**config.mk**
```make
export PLATFORM = sky130hd
export DESIGN_NAME = countdown_led_seq
export DESIGN_NICKNAME = d
export VERILOG_FILES = /design/src/rtl/countdown_pkg.sv /design/src/rtl/cd_prescaler.sv /design/src/rtl/countdown_led_seq.sv
export SDC_FILE = /design/constraint.sdc
export NUM_CORES = 1
export LEC_CHECK = 0
export CAP_MARGIN = 20
export CORE_ASPECT_RATIO = 0.7
export CORE_MARGIN = 10
export CORE_UTILIZATION = 40
export CTS_CLUSTER_DIAMETER = 60
export DETAILED_ROUTE_END_ITERATION = 7
export PLACE_DENSITY_LB_ADDON = 0.2
export SLEW_MARGIN = 5
export SYNTH_ARGS = -nofsm -noshare
export SYNTH_HDL_FRONTEND = slang
export SYNTH_SLANG_ARGS = --single-unit
```
**constraint.sdc**
```tcl
create_clock -name clk -period 6.1 [get_ports clk]
set_input_delay 0.915 -clock clk [delete_from_list [all_inputs] [get_ports clk]]
set_output_delay 0.915 -clock clk [all_outputs]
set_load 0.01 [all_outputs]
```
**src/rtl/countdown_pkg.sv**
```systemverilog
// countdown_pkg: shared state encoding and display mode constants for the countdown LED sequencer
package countdown_pkg;
    typedef enum logic [1:0] {IDLE, RUN, FLASH} state_e;
    localparam logic [1:0] MODE_BAR   = 2'd0;
    localparam logic [1:0] MODE_DOT   = 2'd1;
    localparam logic [1:0] MODE_BLINK = 2'd2;
endpackage

```
**src/rtl/cd_prescaler.sv**
```systemverilog
// cd_prescaler: counts enabled clocks 0..DIV-1 and pulses tick on the terminal count
module cd_prescaler #(
    parameter int DIV = 10
) (
    input  logic clk,
    input  logic reset_n,
    input  logic clr,
    input  logic en,
    output logic tick
);
    localparam int CW = DIV > 1 ? $clog2(DIV) : 1;
    logic [CW-1:0] cnt_q;
    assign tick = en && (cnt_q == CW'(DIV - 1));
    always_ff @(posedge clk or negedge reset_n) begin
        if (!reset_n) cnt_q <= '0;
        else if (clr) cnt_q <= '0;
        else if (en) cnt_q <= tick ? '0 : cnt_q + 1'b1;
    end
endmodule

```
**src/rtl/countdown_led_seq.sv**
```systemverilog
// countdown_led_seq: ring-triggered LED_N-step countdown on an LED bar with end flash burst and done pulse
module countdown_led_seq
    import countdown_pkg::*;
#(
    parameter int LED_N     = 16,
    parameter int TICK_DIV  = 1000,
    parameter int BLINK_DIV = 250,
    parameter int FLASH_N   = 3
) (
    input  logic             clk,
    input  logic             reset_n,
    input  logic             ring,
    input  logic             cancel,
    input  logic [1:0]       mode,
    output logic [LED_N-1:0] led,
    output logic             busy,
    output logic             done
);
    localparam int SW = $clog2(LED_N + 1);
    localparam int FW = $clog2(2 * FLASH_N);
    state_e           state_q;
    logic [SW-1:0]    step_q, step_d;
    logic [FW-1:0]    flash_q;
    logic [1:0]       mode_q, mode_l;
    logic [LED_N-1:0] led_q;
    logic             ring_q, phase_q, phase_d, done_q;
    logic             rise, step_tick, blink_tick, step_clr, blink_clr, last_flash;

    function automatic logic [LED_N-1:0] pattern(input logic [1:0] m, input logic [SW-1:0] s,
                                                 input logic ph);
        logic [LED_N:0] bar;
        bar = ((LED_N + 1)'(1) << s) - (LED_N + 1)'(1);
        case (m)
            MODE_DOT:   return LED_N'(1) << (s - 1'b1);
            MODE_BLINK: return ph ? '1 : '0;
            default:    return bar[LED_N-1:0];
        endcase
    endfunction

    assign rise       = ring & ~ring_q;
    assign mode_l     = (mode == MODE_DOT || mode == MODE_BLINK) ? mode : MODE_BAR;
    assign step_d     = step_tick ? step_q - 1'b1 : step_q;
    assign phase_d    = blink_tick ? ~phase_q : phase_q;
    assign last_flash = blink_tick && (flash_q == FW'(2 * FLASH_N - 1));
    assign step_clr   = cancel | rise | (state_q != RUN);
    // Blink prescaler restarts on entry to FLASH so the burst opens with a full on half-period
    assign blink_clr  = cancel | rise | (state_q == IDLE) | (state_q == RUN && step_d == '0);

    cd_prescaler #(.DIV(TICK_DIV)) u_step (
        .clk(clk), .reset_n(reset_n), .clr(step_clr), .en(state_q == RUN), .tick(step_tick)
    );
    cd_prescaler #(.DIV(BLINK_DIV)) u_blink (
        .clk(clk), .reset_n(reset_n), .clr(blink_clr), .en(state_q != IDLE), .tick(blink_tick)
    );

    always_ff @(posedge clk or negedge reset_n) begin
        if (!reset_n) begin
            state_q <= IDLE;
            step_q  <= '0;
            flash_q <= '0;
            mode_q  <= MODE_BAR;
            ring_q  <= 1'b0;
            phase_q <= 1'b0;
            done_q  <= 1'b0;
            led_q   <= '0;
        end else begin
            ring_q <= ring;
            done_q <= 1'b0;
            if (cancel) begin
                state_q <= IDLE;
                step_q  <= '0;
                led_q   <= '0;
            end else if (rise) begin
                state_q <= RUN;
                step_q  <= SW'(LED_N);
                mode_q  <= mode_l;
                phase_q <= 1'b1;
                flash_q <= '0;
                led_q   <= pattern(mode_l, SW'(LED_N), 1'b1);
            end else begin
                case (state_q)
                    RUN: begin
                        if (step_d == '0) begin
                            state_q <= FLASH;
                            step_q  <= '0;
                            flash_q <= '0;
                            phase_q <= 1'b1;
                            led_q   <= '1;
                        end else begin
                            step_q  <= step_d;
                            phase_q <= phase_d;
                            led_q   <= pattern(mode_q, step_d, phase_d);
                        end
                    end
                    FLASH: begin
                        if (last_flash) begin
                            state_q <= IDLE;
                            done_q  <= 1'b1;
                            led_q   <= '0;
                        end else begin
                            flash_q <= flash_q + FW'(blink_tick);
                            phase_q <= phase_d;
                            led_q   <= phase_d ? '1 : '0;
                        end
                    end
                    default: begin
                        state_q <= IDLE;
                        led_q   <= '0;
                    end
                endcase
            end
        end
    end

    assign led  = led_q;
    assign busy = state_q != IDLE;
    assign done = done_q;
endmodule
```
==> flow_metrics.py <==
metrics = {
    "logic_synthesis": {
        "syn_inst": 360,
        "syn_nets": 378,
        "synth_ff_type": "dfrtp_1",
        "synth_top_area_share_pct": 38.0,
        "synthArstFlopShare_pct": 100,
        "synth_area_leader_cell": "dfrtp_1",
        "yosys_warnings": 0,
        "synth.area.top_cells": "dfrtp_1 38%, nor2_1 5.6%, ha_1 4.7%",
        "synth_cell_type_count": 72,
        "yosysSeqAreaShare_pct": 38.0,
        "synth.cell_area_sq_um": 3220,
        "avgSynthCellArea_sq_um": 8.96,
        "synth-edff-count": 0,
        "ys_seq_elements": 49,
    },
    "cells_and_area": {
        "seqCellArea_sq_um": 1230,
        "fin_nets": 393,
        "area_growth_pct": 14.2,
        "multi_input_area_sq_um": 1870,
        "drive_gt1_share_pct": 7.98,
        "antennaDiodeCount": 0,
        "layout_commonest_cell": "dfrtp_1",
        "final_cell_mix": "49 x dfrtp_1, 48 x nor2_1, 31 x nand2_1",
        "final_cell_area_sq_um": 3680,
        "fillCellCount": 776,
    },
    "timing": {
        "fin_setup_tns_ns": 0,
        "max_slew_margin_pct": 47.5,
        "clock.fmax_ghz": 0.281,
        "drv_slew": 0,
        "period_minus_slack_ns": 3.56,
        "worstMarginPinSlew_ns": 0.779,
        "period_share_pct": 58.3,
        "skew_ns": 0.00515,
        "rsz0062_at_grt": "false",
        "finalHoldViolCount": 0,
        "setup_viol": 0,
    },
    "route": {
        "post-route-drc-count": 0,
        "vias": 2755,
        "wl_um": 8240,
        "first_iter_violations": 344,
        "ant_nets": 0,
        "first_pass_iters": 5,
        "wl_per_cell_um": 17.3,
        "vias_per_cell": 5.78,
    },
    "worst_hold_path": {
        "hp-class": "reg -> reg",
        "hold_path_end": "u_step.cnt_q[0]$_DFFE_PN0P_",
        "min_from": "u_step.cnt_q[0]$_DFFE_PN0P_",
        "whs_path_depth": 1,
    },
    "critical_path": {
        "rr_worst_depth": 12,
        "r2r-end": "led[8]$_DFF_PN0_",
        "path_max_fanout": 16,
        "startpoint_type": "flip-flop",
        "reg2reg_from": "step_q[0]$_DFFE_PN0P_",
        "r2r_slack_ns": 2.54,
        "cp-end-kind": "flip-flop",
        "cp.required_ns": 6.30,
        "cp_data_arrival_time_ns": 3.76,
        "path_class": "reg -> reg",
    },
    "placement": {
        "dp_hpwl_um": 6130,
        "gp_congestion": 0.910,
        "place_area_sq_um": 3510,
        "port_buffers": 23,
    },
    "floorplanning": {
        "start_util_pct": 41.0,
        "ioPinCount": 24,
        "die_h_um": 95.1,
        "die_x_um": 127,
        "coreArea_sq_um": 7870,
        "rows": 27,
        "die-area_sq_um": 12100,
    },
    "power_and_ir_drop": {
        "leakagePower_uw": 0.00146,
        "p_int_uw": 587,
        "swShare_pct": 27.2,
        "p_sw_uw": 220,
        "ir_drop_uv": 156,
        "p_per_area_nw_per_um2": 219,
        "p_seq_share_pct": 42.5,
        "p_clk_share_pct": 40.5,
        "pwr-share-comb_pct": 17.0,
    },
    "grt": {
        "grt_pass1_wl_um": 13900,
        "antenna_found_initial": 0,
        "first_global_vias": 2644,
        "grt_max_degree": 50,
        "grt_usage_pct": 13.9,
        "grt_overflow": 0,
    },
    "clock_tree": {
        "htreeDepth": 2,
        "cts_buffers": 5,
        "post-cts-setup-buffers": 0,
        "cts.clk_slew.worst_paths_ns": 0.07,
        "cts_sinks": 49,
        "postCtsResizedCells": 0,
        "clkLatencyLatePin_ns": 0.30,
        "tritoncts": "built",
        "cts_root_buffer": "clkbuf_16",
        "holdBufCountCts": 0,
        "clockBufferDepth": 2,
    },
    "job": {
        "drv_cap": 0,
    },
    "run_status": {
        "status": "finished clean",
    },
}
[worst max path at each step]
stage	startpoint	to	slack, ns	cells after the start
4_1_cts	step_q[0]$_DFFE_PN0P_	led[8]$_DFF_PN0_	2.60	12
3_3_place_gp	state_q[1]$_DFFE_PN0P_	led[8]$_DFF_PN0_	2.70	12
6_report	step_q[0]$_DFFE_PN0P_	led[8]$_DFF_PN0_	2.54	12
3_5_place_dp	state_q[1]$_DFFE_PN0P_	led[8]$_DFF_PN0_	2.62	12
2_1_floorplan	step_q[0]$_DFFE_PN0P_	led[8]$_DFF_PN0_	3.00	14
5_1_grt	step_q[0]$_DFFE_PN0P_	led[8]$_DFF_PN0_	2.21	12
[layer usage]
metal / wire length [um] / up-vias / track usage, % / part of all wire (%)
met3: 609 / 18 / 3.71 / 7.4
met1: 4340 / 1292 / 20.9 / 53
li1: - / 1332 / - / -
met2: 3120 / 113 / 18.2 / 38
met5: 0 / - / 0 / 0
met4: 163 / 0 / 4.82 / 2.0
[power by group through the flow]
stage | Sequential (uW) | Clock [uW] | Combinational, uW
global placement | 349 | 0 | 136
global route | 345 | 347 | 152
detailed placement | 349 | 0 | 133
finish | 343 | 327 | 137
floorplan | 349 | 0 | 88.5
CTS | 343 | 335 | 134
[metrics by stage]
step | util, % | setup slack (ns) | cells | hold WS (ns) | power [uW]
after floorplan | - | 3.00 | 360 | 0.433 | 437
after global placement | 44.6 | 2.70 | 469 | 0.452 | 485
after detailed placement | 44.6 | 2.62 | 469 | 0.460 | 482
after CTS | 46.8 | 2.60 | 477 | 0.469 | 812
after global routing | 46.8 | 2.21 | 477 | 0.481 | 843
final | 46.8 | 2.54 | 477 | 0.461 | 807
[synthesized netlist by cell type (2+ instances only)]
| cell | count |
|---|---|
| dfrtp_1 | 49 |
| nor2_1 | 48 |
| nand2_1 | 31 |
| a21oi_1 | 21 |
| o21ai_0 | 17 |
| inv_1 | 14 |
| nand3_1 | 14 |
| ha_1 | 12 |
| xnor2_1 | 12 |
| xor2_1 | 10 |
| clkbuf_1 | 8 |
| nor2b_1 | 8 |
| nor3_1 | 7 |
| o31ai_1 | 7 |
| a31oi_1 | 6 |
| a211oi_1 | 4 |
| nand4_1 | 4 |
| o21ai_1 | 4 |
| o311a_1 | 4 |
| or3_1 | 4 |
| a32o_1 | 3 |
| and2_1 | 3 |
| and3_1 | 3 |
| buf_1 | 3 |
| buf_2 | 3 |
| nor4_4 | 3 |
| o211ai_1 | 3 |
| a21o_1 | 2 |
| a311oi_1 | 2 |
| nand2b_1 | 2 |
| nand3b_1 | 2 |
| nor3b_1 | 2 |
| o2111ai_1 | 2 |
| o21a_1 | 2 |
| o22ai_1 | 2 |
| o2bb2ai_1 | 2 |
| xnor2_2 | 2 |
[registers in the layout (all words and copies together), names as in the netlist]
| signal | flops |
|---|---|
| u_blink.cnt_q | 8 |
| done | 1 |
| flash_q | 3 |
| mode_q | 2 |
| phase_q | 1 |
| u_step.cnt_q | 10 |
| led | 16 |
| state_q | 2 |
| ring_q | 1 |
| step_q | 5 |
[logic make-up after synthesis]
logic type,count (synthesis),synth area share [%]
flops,49,38.0
fa+ha+maj,12,4.66
buf+inv,31,4.00
simple gates,148,25.8
xor+xnor,24,6.98
mux,2,0.660
compound gates,94,19.8
[final cells by class]
type	count	share of cell area [%]
flip-flops and latches	49	33.3
multi-input cells	280	50.7
clock buffers	7	3.87
well taps	101	3.43
repair buffers	24	6.32
clock inverters	1	0.815
inverters	15	1.53
[worst max-delay path, stage by stage (launching register included)]
cell      delay (ns)
dfrtp_1         0.60
inv_1           0.18
ha_1            0.35
xnor2_1         0.34
nand3_1         0.13
mux2_2          0.34
a21oi_2         0.17
inv_2           0.11
ha_1            0.37
or3_1           0.43
a21oi_1         0.14
a311oi_1        0.08
o31ai_1         0.23
Note: power is estimated with default switching activity, not from simulation.
